### config.mk
export PLATFORM = sky130hd
export DESIGN_NAME = fifo_wptr_full
export DESIGN_NICKNAME = d
export VERILOG_FILES = /design/src/rtl/fifo_wptr_full.sv
export SDC_FILE = /design/constraint.sdc
export NUM_CORES = 1
export LEC_CHECK = 0
export BUFFER_PORTS_ARGS = -buffer_cell sky130_fd_sc_hd__buf_2
export CORE_MARGIN = 3
export CORE_UTILIZATION = 45
export CTS_CLUSTER_SIZE = 10
export DETAILED_ROUTE_END_ITERATION = 6
export GPL_TIMING_DRIVEN = 0
export PLACE_DENSITY = 0.68
export REMOVE_ABC_BUFFERS = 1
export SLEW_MARGIN = 10
export SYNTH_ARGS = -nofsm -noshare
export SYNTH_HDL_FRONTEND = slang
export SYNTH_SLANG_ARGS = --single-unit
### constraint.sdc
create_clock -name wclk -period 10.46 [get_ports wclk]
set_clock_uncertainty 0.1 [all_clocks]
set_input_delay 0.523 -clock wclk [delete_from_list [all_inputs] [get_ports wclk]]
set_output_delay 0.523 -clock wclk [all_outputs]
set_load 0.05 [all_outputs]
### src/rtl/fifo_wptr_full.sv
// Write-domain pointer/flag block of the async FIFO: accepted writes move waddr/wptr_gray and full/count in the same edge.
// Backpressure: wr_accept = wr_en & ~full; read frees become visible 2-3 wclk edges late via the synchroniser.
module fifo_wptr_full #(
  parameter int depth       = 1024,
  parameter int afull_level = depth - 4
) (
  input  logic                       wclk,
  input  logic                       wrst_n,
  input  logic                       wr_en,
  input  logic [$clog2(depth):0]     rptr_gray,
  output logic                       wr_accept,
  output logic [$clog2(depth)-1:0]   waddr,
  output logic [$clog2(depth):0]     wptr_gray,
  output logic                       full,
  output logic                       almost_full,
  output logic [$clog2(depth):0]     wr_count,
  output logic                       wr_overflow
);

  localparam int A = $clog2(depth);
  localparam logic [A:0] afull_thr = (A+1)'(afull_level);

  logic [A:0] wbin;
  logic [A:0] wbin_next;
  logic [A:0] wgray_next;
  logic [A:0] rq1;
  logic [A:0] rq2;
  logic [A:0] rbin_s;
  logic [A:0] count_next;

  assign wr_accept  = wr_en & ~full;
  assign waddr      = wbin[A-1:0];
  assign wbin_next  = wbin + {{A{1'b0}}, wr_accept};
  assign wgray_next = wbin_next ^ (wbin_next >> 1);
  assign count_next = wbin_next - rbin_s;

  // Gray-to-binary of the synchronised read pointer.
  always_comb begin
    rbin_s = '0;
    for (int i = 0; i <= A; i++) begin
      rbin_s[i] = ^(rq2 >> i);
    end
  end

  always_ff @(posedge wclk or negedge wrst_n) begin
    if (!wrst_n) begin
      wbin        <= '0;
      wptr_gray   <= '0;
      rq1         <= '0;
      rq2         <= '0;
      full        <= 1'b0;
      almost_full <= 1'b0;
      wr_count    <= '0;
      wr_overflow <= 1'b0;
    end else begin
      rq1         <= rptr_gray;
      rq2         <= rq1;
      wbin        <= wbin_next;
      wptr_gray   <= wgray_next;
      // Full when write Gray equals read Gray with the top two bits inverted.
      full        <= (wgray_next == {~rq2[A:A-1], rq2[A-2:0]});
      almost_full <= (count_next >= afull_thr);
      wr_count    <= count_next;
      wr_overflow <= wr_en & full;
    end
  end

endmodule

Yosys cells after proc, flatten, opt, wreduce, memory -nomap -nowiden
Index checks and enable logic that the tools add are counted.
Widths: inputs -> output; s select.
{"block": "totals", "output_inout_bits": 36, "inputBits": 14, "ff_bits": 58, "wordCells": 28}
{"block": "classes", "eq_ne": 1, "n_bitwise": 5, "order_cmp": 1, "addsub": 2, "n_reduce_logical": 11}
{"operator": "$reduce_xor 11->1", "count": 11}
{"operator": "$add 11x1->11", "count": 1}
{"operator": "$eq 11x11->1", "count": 1}
{"operator": "$ge 11x10->1 const B", "count": 1}
{"operator": "$sub 11x11->11", "count": 1}
{"operator": "$xor 11x10->11", "count": 1}
{"operator": "$and 1x1->1", "count": 2}
{"operator": "$not 2->2", "count": 1}
{"operator": "$not 1->1", "count": 1}

Depth between registers and ports, before layout
{"block": "logic_depth", "word_depth": 5, "ltp_mapped": 14, "mapped_depth_nobuf": 14}

Worst setup path before layout
Ideal clock, no wire load.
{"block": "synth_path", "path_kind": "register to register", "startpoint": "register rq2[9]", "endpoint": "register almost_full", "n_path_buf": 0, "period_less_slack_ps": 4046, "arrival_time_ps": 3826, "required_time_ps": 10240, "setup_slack_ps": 6414, "path_stages_with_launch": 14, "setup_ps": 120, "cell_sequence": "dfrtp_1 -> xor3_2 -> xnor3_2 -> xnor2_2 -> xor2_1 -> xor2_1 -> ha_1 -> fa_1 -> maj3_1 -> o21ai_0 -> a41oi_2 -> xnor2_1 -> and4_2 -> a41o_1"}
{"block": "synth_via", "elab_chain_cells": 3, "word_cells_on_any_way": 12, "classes_between": "add/sub: 1; order compare: 1; reduce/logical: 10"}
{"item": "start: declaration", "line": "27", "text": "logic [A:0] rq2;"}
{"item": "start signal: assignment", "line": "57", "text": "rq2 <= rq1;"}
{"item": "$reduce_xor 11->1", "line": "41", "text": "rbin_s[i] = ^(rq2 >> i);"}
{"item": "$sub 11x11->11 *", "line": "35", "text": "assign count_next = wbin_next - rbin_s;"}
{"item": "net count_next[8]", "line": "29", "text": "logic [A:0] count_next;"}
{"item": "$ge 11x10->1 *", "line": "62", "text": "almost_full <= (count_next >= afull_thr);"}
{"item": "end signal: assignment", "line": "62"}
{"item": "end: declaration", "line": "15", "text": "output logic almost_full,"}
The timed path passes the listed nets; every way through them passes the cells marked *.

Worst setup path after layout
Same ends and word-level chain as after synthesis.

==> results.cfg <==
[outcome]
status = complete, no violations

[setup_path]
path_cells = xor3_2, xnor3_2, xnor2_2, xor2_1, xor2_1, ha_1, fa_1, maj3_1, o21ai_0, a41oi_2, xnor2_1, and4_2, a41o_1
cp-end-kind = register
timing.critical_path.mode_cell = xor2_1
worst_path_max_delay_cell = xnor3_2
r2r-start = rq2[9]
critical_path_peak_fanout = 6
worstSetupStartpointType = register
arrival_ns = 4.53
cp-startpoint = rq2[9]
critical_path_required_ns = 10.57
timing.critical_path.slowest_cell_delay_ns = 0.48
kind_of_critical_path = reg2reg

[logic_synthesis]
synth.lib_cells_used.distinct = 48
mappedNetlistArea_sq_um = 2660
yosysSeqAreaShare_pct = 53.7
synthDominantCellAreaShare_pct = 53.7
postSynth.asyncResetShare_pct = 100
synth_most_common_cell = dfrtp_1
ys_top_cells_by_area = dfrtp_1, xnor2_1, xor2_1
synth_area_leader_cell = dfrtp_1
yosys-top-cells-count = dfrtp_1, xnor2_1, xor2_1
synthesis.instances = 213
number_of_synthesized_flops_with_an_enable_pin = 0
yosys_warnings = 0
synth-main-ff-cell = dfrtp_1
postSynthRegisterBits = 57
syn-mean-instance-area_sq_um = 12.5

[power_and_ir_drop]
p_sw_uw = 516
power.share.switching_pct = 46.6
pint_uw = 593
sequential_fraction_of_design_power_pct = 27.4
static-leakage-power_nw = 1.63
power.density_cell_area_nw_per_um2 = 350
power.ir.vdd_worst_uv = 196
total_power_mw = 1.11
part_of_the_power_in_combinational_logic_pct = 55.4
power.share.clock_pct = 17.2

[sta]
maxSlewViolCount = 0
hold_ws_ns = 0.116
maxClockFrequency_mhz = 227
setup_violations = 0
maxSlewHeadroom_pct = 29.4
timing.final.crit_period_ns = 4.41
max_slew.worst_pin.slew_ns = 1.06
timing_hold_violations_final = 0
fin_setup_tns_ns = 0
rsz_0062_raised_after_global_routing = no
min_period_over_period_pct = 42.2

[clock_tree]
holdBufCountCts = 0
cts_made_buffers = 9
worst_setup_hold_path_clk_slew_ns = 0.06
tritoncts = yes
cell_at_the_root_of_the_clock_tree = clkbuf_8
cts_sinks = 57
postCtsResizedCells = 0
post-cts-setup-buffer-count = 0
clockBufferDepth = 2
h-tree-depth = 3
clock_latency_reported_for_the_late_side_of_the_worst_skew_pair_ns = 0.33

[floorplanning]
die_h_um = 82.8
core_region_sq_um = 5610
pin_count = 50
initial_utilization_pct = 47.4
floorplan.rows = 27
die-area_sq_um = 6860
die_width_um = 82.8

[drt]
drt-total-wl_um = 4710
route.detailed.drc = 0
via_per_inst = 4.84
drt-initial-drc-count = 91
first_pass_iters = 4
vias = 1686
antenna_viol_nets_final = 0
drt-wirelength-per-cell_um = 13.5

[place]
io_buffers = 49
dp_cells = 332
rd_place_congestion = 0.807
place.detailed.hpwl_um = 3510

[final_layout]
flow.area_growth_from_synthesis_pct = 19.4
sequential_cell_area_sq_um = 1430
fillCellCount = 514
layout-drive-gt1-share_pct = 27.5
nNetsFinal = 296
antenna-diode-count = 0
multi_input_comb_area_sq_um = 1140
stdcell_count = 348

[grt]
gr-usage-all-layers_pct = 15.0
pin_count_of_the_biggest_net_entering_global_routing = 58
grt_first_pass_wirelength_um = 8050
globalRouteOverflowTotal = 0
grt_pass1_vias = 1703
grt_antenna_before_repair = 0

[flow_run]
cap_viol_max_count = 0

[hold_path]
tightest_hold_check_type = in2async
-- cell usage in the layout, fill, tap and decap left out, drive strengths merged, types with 2 or more instances in the layout --
cell type   n
and4        2
mux2i       2
and2        3
nor2        3
dfrtp      57
nand2       8
a41oi       2
xnor3       2
and3        4
xor2       26
inv        18
maj3        2
clkinv      3
a21o        6
nor2b       2
clkbuf     14
a21oi       6
nand3       6
nor3        3
o21bai      2
o21ai       7
buf        49
ha         10
xnor2      26
or2         2
-- area by class of cell --
cell class                      count  share of cell area, %
Sequential cell                    57                   45.0
Multi-Input combinational cell    135                   36.1
Timing Repair Buffer               49                   7.81
Clock buffer                       14                   5.76
Tap cell                           72                   2.84
Inverter                           19                   2.25
Clock inverter                      2                  0.316
-- metal layers --
metal | share of wire [%] | vias to the layer above | global-route usage, % | wire, um
li1 | - | 821 | - | -
met5 | 0 | - | 0 | 0
met3 | 7.0 | 12 | 4.46 | 329
met1 | 46 | 796 | 20.0 | 2150
met2 | 44 | 57 | 21.6 | 2090
met4 | 3.0 | 0 | 8.92 | 143
-- power groups by stage --
stage          sequential (mW)  clock, mW  combinational [mW]
2_1_floorplan            0.471          0               0.325
3_3_place_gp             0.306          0               0.609
3_5_place_dp             0.308          0               0.616
4_1_cts                  0.304      0.197               0.621
5_1_grt                  0.311      0.209               0.672
6_report                 0.304      0.191               0.614
-- final timing paths --
path / end / slack, ns / depth (start not counted)
max in group asynchronous: rq2[2] / 9.66 / 1
worst min register to register: rq2[5] / 0.25 / 0
worst max-delay path: almost_full / 6.05 / 13
min in group wclk: rq1[0] / 0.20 / 1
worst min-delay path: wr_overflow / 0.12 / 1
worst max register to register: almost_full / 6.05 / 13
-- cells by family after synthesis --
| logic type | count (synthesis) | synth area share, % |
|---|---|---|
| multiplexers | 3 | 1.18 |
| buffers and inverters | 21 | 3.25 |
| AO/OA/AOI/OAI | 28 | 7.91 |
| XOR/XNOR | 55 | 20.4 |
| adder cells (fa/ha/maj) | 13 | 6.26 |
| AND/OR/NAND/NOR | 36 | 7.30 |
| flip-flops | 57 | 53.7 |
-- sequential cells by signal, summed over array words and instances (netlist names) --
signal       cells
wr_overflow      1
rq1             11
wbin            11
wr_count        11
almost_full      1
wptr_gray       10
rq2             11
full             1
-- metrics by stage --
step	setup slack, ns	utilization, %	area [sq um]
final	6.05	56.6	3170
after global routing	5.82	56.6	3170
after CTS	6.01	56.5	3170
after detailed placement	6.05	53.1	2980
after global placement	6.06	53.1	2980
after floorplan	6.41	-	2640
-- worst max-delay path: cells and delay by family (launching register included) --
kind	cells	cell delay (ns)
AOI/OAI and AO/OA	3	0.63
and+or+nand+nor	1	0.23
DFF	1	0.42
adders and majority gates	3	1.06
xor gates and xnor gates	6	1.84
Power figures use the tool's default switching activity.
